<file path="config.mk">
export PLATFORM = sky130hd
export DESIGN_NAME = demuxer64_deser_flat
export DESIGN_NICKNAME = d
export VERILOG_FILES = /design/src/rtl/demuxer64_deser_if.sv /design/src/rtl/demuxer64_deser.sv /design/src/flat_wrapper.sv
export SDC_FILE = /design/constraint.sdc
export NUM_CORES = 1
export LEC_CHECK = 0
export CORE_ASPECT_RATIO = 1.5
export CORE_MARGIN = 3
export CORE_UTILIZATION = 40
export DETAILED_ROUTE_END_ITERATION = 8
export GPL_ROUTABILITY_DRIVEN = 0
export PLACE_DENSITY = 0.69
export SLEW_MARGIN = 20
export SYNTH_ARGS = -nofsm -noshare
export SYNTH_HDL_FRONTEND = slang
export SYNTH_SLANG_ARGS = --single-unit
</file>
<file path="constraint.sdc">
create_clock -name clk -period 2.1 [get_ports clk]
set_clock_uncertainty 0.05 [all_clocks]
set_input_delay 0.315 -clock clk [delete_from_list [all_inputs] [get_ports clk]]
set_output_delay 0.315 -clock clk [all_outputs]
set_load 0.01 [all_outputs]
</file>
<file path="src/rtl/demuxer64_deser_if.sv">
// Serial-in / word-out handshake bundle for demuxer64_deser.
// The master drives bits and q_ready; the slave returns words.
interface demuxer64_deser_if #(
    parameter int WIDTH = 64
);
    localparam int SEL_W = $clog2(WIDTH);

    logic             in_bit;
    logic             in_valid;
    logic             in_sync;
    logic             in_ready;
    logic [SEL_W-1:0] sel;
    logic [WIDTH-1:0] q;
    logic             q_valid;
    logic             q_ready;
    logic             frame_err;

    modport master (
        output in_bit, in_valid, in_sync, q_ready,
        input  in_ready, sel, q, q_valid, frame_err
    );

    modport slave (
        input  in_bit, in_valid, in_sync, q_ready,
        output in_ready, sel, q, q_valid, frame_err
    );
endinterface

</file>
<file path="src/rtl/demuxer64_deser.sv">
// Serial-to-parallel demux: steers each accepted bit into acc[sel],
// LSB first, and hands completed words out through a valid/ready register.
module demuxer64_deser #(
    parameter int WIDTH = 64
) (
    input logic               clk,
    input logic               rst_n,
    demuxer64_deser_if.slave  bus
);
    localparam int SEL_W = $clog2(WIDTH);
    localparam logic [SEL_W-1:0] SEL_LAST = SEL_W'(WIDTH - 1);

    localparam logic [1:0] ST_FILL  = 2'd0;
    localparam logic [1:0] ST_LAST  = 2'd1;
    localparam logic [1:0] ST_STALL = 2'd2;

    logic [SEL_W-1:0] r_sel;
    logic [WIDTH-1:0] r_acc;
    logic [WIDTH-1:0] r_q;
    logic             r_q_valid;
    logic             r_ferr;

    logic       w_last;
    logic [1:0] w_state;
    logic       w_ready;
    logic       w_accept;

    assign w_last = (r_sel == SEL_LAST);

    // State is implied by sel and the output register; no extra flops.
    always_comb begin
        w_state = ST_FILL;
        if (w_last) begin
            w_state = (r_q_valid && !bus.q_ready) ? ST_STALL : ST_LAST;
        end
    end

    assign w_ready  = (w_state != ST_STALL);
    assign w_accept = bus.in_valid && w_ready;

    always_ff @(posedge clk) begin
        if (!rst_n) begin
            r_sel     <= '0;
            r_acc     <= '0;
            r_q       <= '0;
            r_q_valid <= 1'b0;
            r_ferr    <= 1'b0;
        end else begin
            r_ferr <= 1'b0;
            if (r_q_valid && bus.q_ready) begin
                r_q_valid <= 1'b0;
            end
            if (w_accept) begin
                if (bus.in_sync) begin
                    // Resync drops any partial word; it is never emitted.
                    r_acc  <= {{(WIDTH-1){1'b0}}, bus.in_bit};
                    r_sel  <= SEL_W'(1);
                    r_ferr <= (r_sel != '0);
                end else if (w_last) begin
                    r_q       <= {bus.in_bit, r_acc[WIDTH-2:0]};
                    r_q_valid <= 1'b1;
                    r_acc     <= '0;
                    r_sel     <= '0;
                end else begin
                    r_acc[r_sel] <= bus.in_bit;
                    r_sel        <= r_sel + SEL_W'(1);
                end
            end
        end
    end

    assign bus.in_ready  = w_ready;
    assign bus.sel       = r_sel;
    assign bus.q         = r_q;
    assign bus.q_valid   = r_q_valid;
    assign bus.frame_err = r_ferr;
endmodule
</file>
<file path="src/flat_wrapper.sv">
// flat-port wrapper written by rule: the top's interface ports become plain ports
module demuxer64_deser_flat 
#(
    parameter int WIDTH = 64
)
  (clk, rst_n, bus_in_bit, bus_in_valid, bus_in_sync, bus_q_ready, bus_in_ready, bus_sel, bus_q, bus_q_valid, bus_frame_err);
  demuxer64_deser_if #(.WIDTH(WIDTH)) bus_i ();
  input logic clk;
  input logic rst_n;
  input wire logic [$bits(bus_i.in_bit)-1:0] bus_in_bit;
  input wire logic [$bits(bus_i.in_valid)-1:0] bus_in_valid;
  input wire logic [$bits(bus_i.in_sync)-1:0] bus_in_sync;
  input wire logic [$bits(bus_i.q_ready)-1:0] bus_q_ready;
  output wire logic [$bits(bus_i.in_ready)-1:0] bus_in_ready;
  output wire logic [$bits(bus_i.sel)-1:0] bus_sel;
  output wire logic [$bits(bus_i.q)-1:0] bus_q;
  output wire logic [$bits(bus_i.q_valid)-1:0] bus_q_valid;
  output wire logic [$bits(bus_i.frame_err)-1:0] bus_frame_err;
  assign bus_i.in_bit = bus_in_bit;
  assign bus_i.in_valid = bus_in_valid;
  assign bus_i.in_sync = bus_in_sync;
  assign bus_i.q_ready = bus_q_ready;
  assign bus_in_ready = bus_i.in_ready;
  assign bus_sel = bus_i.sel;
  assign bus_q = bus_i.q;
  assign bus_q_valid = bus_i.q_valid;
  assign bus_frame_err = bus_i.frame_err;
  demuxer64_deser #(.WIDTH(WIDTH)) u_core (.clk(clk), .rst_n(rst_n), .bus(bus_i));
endmodule
</file>
==> reports/metrics.cfg, run 1 <==
[outcome]
status = finished clean

[cells_and_area]
layout-drive-gt1-share_pct = 14.0
final_util_pct = 54.5
nets = 767
n_antenna_cell = 0
syn2layout_area_growth_pct = 32.8
layout.cells.non_filler = 931
multiInputGateArea_um2 = 2360
regArea_um2 = 2700
fillers = 1184

[routing]
drtIter0Drc = 387
vias = 5096
first_pass_iters = 6
wl_per_cell_um = 16.5
drc_errors = 0
drt_wl_total_um = 15300
ant_nets = 0
viasPerCell = 5.47

[clocking]
clkLatencyLatePin_ns = 0.41
clockBufferDepth = 2
ctsHoldBuffers = 0
post_cts_resized = 3
htree_levels = 4
cts_buffers = 17
cts_root_buffer = clkbuf_16
clk_pin_slew_ns = 0.06
post_cts_buffers = 0
cts_tree = built
cts_sinks = 135

[worst_hold_path]
hold_end = u_core.bus.q[29]
worstHoldStart = u_core.r_acc[29]
hold_path.class = reg -> reg
hold_path_depth = 2

[critical_path]
startpoint = u_core.bus.sel[0]
r2r_cells = 6
worstPathRequired_ns = 1.74
crit_type = reg -> out
end_kind = primary output
cp_max_fo = 4
r2r-start = u_core.bus.sel[0]
r2r_end = u_core.bus.q[24]
startpoint_type = flop
crit_arrival_ns = 1.66
ff2ff_setup_slack_ns = 0.14

[logic_synthesis]
yosys.cell_types.count = 47
yosys-top-cells-count = nand2_1 (139), dfxtp_1 (135), a21oi_1 (129), o21ai_0 (73), nand3_1 (63)
syn_nets = 668
yosys_warnings = 0
synth.avg_cell_area_um2 = 8.13
ys_seq_area_share_pct = 50.4
synth-edff-count = 0
syn_area_um2 = 5370
synth_ff_type = dfxtp_1
yosysTopAreaCellShare_pct = 50.4
synth_most_common_cell = nand2_1
synthArstFlopShare_pct = 0
postSynthCellCount = 660
ys_top_cells_by_area = dfxtp_1 (50%), a21oi_1 (12%), nand2_1 (9.7%)
synth-seq-cells = 135
yosysTopAreaCell = dfxtp_1

[timing]
finalCritPeriodShare_pct = 96.4
worst_pin_slew_ns = 0.593
final.setup.tns_ns = 0
setup_viol = 0
final.min_clock_period_ns = 2.02
hold_viol_final = 0
finalMaxSlewViolations = 0
fmaxAchievable_mhz = 494
slew_headroom_pct = 60.3

[floorplanning]
row_count = 51
die-area_um2 = 14900
die_w_um = 101
die_h_um = 148
initial_core_util_pct = 41.0
core_um2 = 13100
boundaryPins = 79

[pwr]
powerDensity_nw_per_um2 = 807
p_leak_uw = 0.00237
worst_ir_drop_vdd_v = 0.000497
p_total_uw = 5750

[run]
cap_violations = 0

[global_routing]
globalRoute.totalOverflow = 0
antenna_found_initial = 0
grt_pass1_wl_um = 24500
grt_max_degree = 57
grt_pass1_vias = 4916
grtUsageTotal_pct = 20.8

[placed_design]
post-place-cells = 899
dp_hpwl_um = 10600
portBuffers = 78

-- sequential cells by signal, indices dropped and copies added (netlist names) --
name                  flops
u_core.bus.frame_err      1
u_core.bus.q             64
u_core.bus.q_valid        1
u_core.bus.sel            6
u_core.r_acc             63
-- report_power, final --
group	switching, uW	internal [uW]
combinational	135	70.3
clock	1110	1870
sequential	4.49	2570
total	1250	4510
-- per-stage QoR --
stage                     instance area, um2  hold slack (ns)  worst slack (ns)
after floorplan                         5370            0.378             0.175
after global placement                  6510            0.392           -0.0422
after detailed placement                6510            0.395           -0.0981
after CTS                               7120            0.402            0.0315
after global routing                    7130            0.420          -0.00233
final                                   7130            0.401            0.0752
-- layout by cell type (no fill, tap or decap), types with 4 or more instances in the layout --
cell type	synthesis	final
nor2_1	8	8
nand3_1	63	63
a21oi_1	129	129
clkdlybuf4s50_1	0	77
clkbuf_16	0	17
buf_4	5	54
inv_1	4	4
dfxtp_1	135	134
clkinv_2	0	4
o21ai_0	73	73
clkbuf_8	0	4
nand2_1	139	139
-- worst max-delay path, cell delays in order (launching register included) --
cell and delay (ns):
dfxtp_1 0.38, ha_4 0.17, nand4b_2 0.11, or2_2 0.30
dlygate4sd2_1 0.29
-- per-layer routing --
layer	global-route usage [%]	vias to the layer above	share of wire (%)
met4	9.37	0	3.2
met3	3.78	37	4.6
li1	-	2485	-
met1	23.9	2404	41
met5	0	-	0
met2	36.8	170	52
-- area by class of cell --
| cell class | count | area share [%] |
|---|---|---|
| Sequential cell | 135 | 37.9 |
| Clock inverter | 11 | 1.70 |
| Clock buffer | 21 | 6.74 |
| Timing Repair Buffer | 135 | 17.5 |
| Inverter | 5 | 0.263 |
| Multi-Input combinational cell | 465 | 33.1 |
| Tap cell | 159 | 2.79 |
-- kinds of logic after synthesis --
| group | after synthesis | synth area share (%) |
|---|---|---|
| flip-flops | 135 | 50.4 |
| buffers and inverters | 60 | 6.20 |
| multiplexers | 1 | 0.187 |
| XOR/XNOR | 1 | 0.163 |
| AO/OA/AOI/OAI | 215 | 20.9 |
| AND/OR/NAND/NOR | 246 | 21.7 |
| adder cells (fa/ha/maj) | 2 | 0.466 |
-- worst max path at each step --
stage	slack (ns)	cells after the start	to
4_1_cts	0.03	4	bus_in_ready
5_1_grt	-0.002	4	bus_in_ready
2_1_floorplan	0.18	7	u_core.bus.q[0]
3_5_place_dp	-0.1	6	u_core.bus.q[16]
3_3_place_gp	-0.04	6	u_core.bus.q[29]
6_report	0.08	4	bus_in_ready
(Power assumes the default switching activity.)
==> inputs of run 2 (changes only) <==
Settings changed: CORE_UTILIZATION 40 to 54, CTS_CLUSTER_DIAMETER from default to 100, PLACE_DENSITY 0.69 to 0.86.
==> reports/metrics.cfg, run 2 (synthesized netlist as in run 1, its figures left out) <==
[floorplanning]
initial_core_util_pct = 56.7  ; +16 points
die_w_um = 87.4  ; -13%
row_count = 43  ; -16%
die-area_um2 = 11200  ; -25%
boundaryPins = 79  ; unchanged
core_um2 = 9470  ; -28%
die_h_um = 128  ; -13%

[cells_and_area]
syn2layout_area_growth_pct = 30.4
fillers = 664  ; -44%
n_antenna_cell = 0  ; unchanged
layout.cells.non_filler = 879  ; -5.6%
final_util_pct = 73.9  ; +19 points
layout-drive-gt1-share_pct = 12.9  ; -1.1 points
nets = 764  ; -0.39%
layout_commonest_cell = nand2_1
largest_reg_flops = 64  ; unchanged
final_cell_mix = nand2_1 (139), dfxtp_1 (135), a21oi_1 (129), clkdlybuf4s50_1 (77), o21ai_0 (73)

[timing]
holdWs_ns = 0.403  ; +0.00264 ns
setup_viol = 0  ; unchanged
hold_viol_final = 0  ; unchanged
finalMaxSlewViolations = 0  ; unchanged
finalCritPeriodShare_pct = 96.8  ; +0.34 points
worst_pin_slew_ns = 0.761  ; +0.168 ns
rsz0062_at_grt = false
slew_headroom_pct = 48.9  ; -11 points
final.min_clock_period_ns = 2.03  ; +0.00721 ns
setup_ws_ns = 0.0680  ; -0.00721 ns
fmaxAchievable_mhz = 492  ; -0.35%

[critical_path]
crit_path_max_incr_delay_ns = 0.34  ; -0.04 ns
cp_max_fo = 4  ; unchanged
cp_slowest_cell = dfxtp_1
crit_type = reg -> out
path_cells = ha_2 -> nand4b_2 -> or2_2 -> dlygate4sd2_1
crit_arrival_ns = 1.67  ; about the same
startpoint_type = flop
worstPathRequired_ns = 1.74  ; about the same
end_kind = primary output

[global_routing]
grt_pass1_vias = 5236  ; +6.5%
grt_pass1_wl_um = 25100  ; +2.5%
grt_max_degree = 58  ; +1.8%
globalRoute.totalOverflow = 0  ; unchanged
antenna_found_initial = 0  ; unchanged
grtUsageTotal_pct = 28.4  ; +7.7 points

[placed_design]
dpl_worst_slack_ns = -0.0497  ; +0.0484 ns
portBuffers = 78  ; unchanged
dp_hpwl_um = 9750  ; -7.7%
post-place-cells = 849  ; -5.6%

[routing]
drt_wl_total_um = 15500  ; +1.2%
first_pass_iters = 5  ; -1
viasPerCell = 6.08  ; +11%
ant_nets = 0  ; unchanged
vias = 5344  ; +4.9%
drtIter0Drc = 678  ; +75%
wl_per_cell_um = 17.6  ; +7.1%
drc_errors = 0  ; unchanged

[pwr]
p_leak_uw = 0.00233  ; -1.5%
powerDensity_nw_per_um2 = 797  ; -1.3%
worst_ir_drop_vdd_v = 0.000682  ; +37%

[clocking]
clkLatencyLatePin_ns = 0.41  ; about the same
cts_tree = built
cts_root_buffer = clkbuf_16
htree_levels = 4  ; unchanged
clk_pin_slew_ns = 0.05  ; about the same
cts_buffers = 17  ; unchanged
cts_sinks = 135  ; unchanged
clockBufferDepth = 2  ; unchanged

[worst_hold_path]
hold_path.class = reg -> reg

[run]
cap_violations = 0  ; unchanged

[outcome]
status = finished clean

run 2: changes by cell type in the layout (fill, tap and decap cells not counted), sizes merged:
cell,previous run,this run
buf,57,54
inv,5,4
clkinv,7,6
run 2: worst max-delay path, delay by kind of cell, from the launching register on:
family | cells | cell delay, ns
simple gates | 2 | 0.42
flops | 1 | 0.34
buf+inv | 1 | 0.29
fa+ha+maj | 1 | 0.22
run 2: routing by layer:
metal	track usage [%]	share of wire, %	vias up	wire length (um)
met5	0	0	-	0
met4	18.2	6.5	0	1010
met3	8.10	8.2	90	1270
met2	46.8	49	305	7640
met1	31.5	36	2480	5580
li1	-	-	2469	-
run 2: path summary, 6_finish.rpt:
check,startpoint,endpoint,slack [ns],cells past startpoint
setup reg to reg,u_core.bus.sel[0],u_core.bus.q[38],0.17,6
setup / recovery,u_core.bus.sel[0],bus_in_ready,0.07,4
hold / removal,u_core.bus.q[43],u_core.bus.q[43],0.40,2
hold reg to reg,u_core.bus.q[43],u_core.bus.q[43],0.40,2
run 2: per-stage QoR:
stage	TNS, ns	instance area, um2	power, uW
4_1_cts	0	7000	5580
3_3_place_gp	-0.00713	6440	2810
2_1_floorplan	0	5370	2740
6_report	0	7000	5580
5_1_grt	0	7000	5730
3_5_place_dp	-1.27	6440	2820
run 2: area by class of cell:
class                      count  area (um2)  share of cell area, %
sequential                   135        2700                   38.6
multi-input combinational    465        2350                   33.5
timing repair buffer         132        1230                   17.6
clock buffer                  21         450                   6.44
tap                          112         140                   2.00
clock inverter                 9         104                   1.48
inverter                       5        18.8                  0.268
run 2: report_power, final:
| part | internal (uW) | switching (uW) | total [uW] |
|---|---|---|---|
| registers | 2570 | 3.29 | 2570 |
| clock network | 1760 | 1050 | 2800 |
| logic | 67.1 | 135 | 203 |
| total | 4390 | 1190 | 5580 |
run 2: timing repair:
item / CTS / global route
resized for setup: 2 / 0
endpoints found under the setup margin: 1 / 1
hold buffers: 0 / 0
setup buffers: 0 / 0
pin swaps: 0 / 1
==> inputs of run 3 (changes only) <==
Settings changed: ABC_AREA from default to 0.
==> results of run 3 <==
Final layout, timing and power as in run 2 (identical DEF).
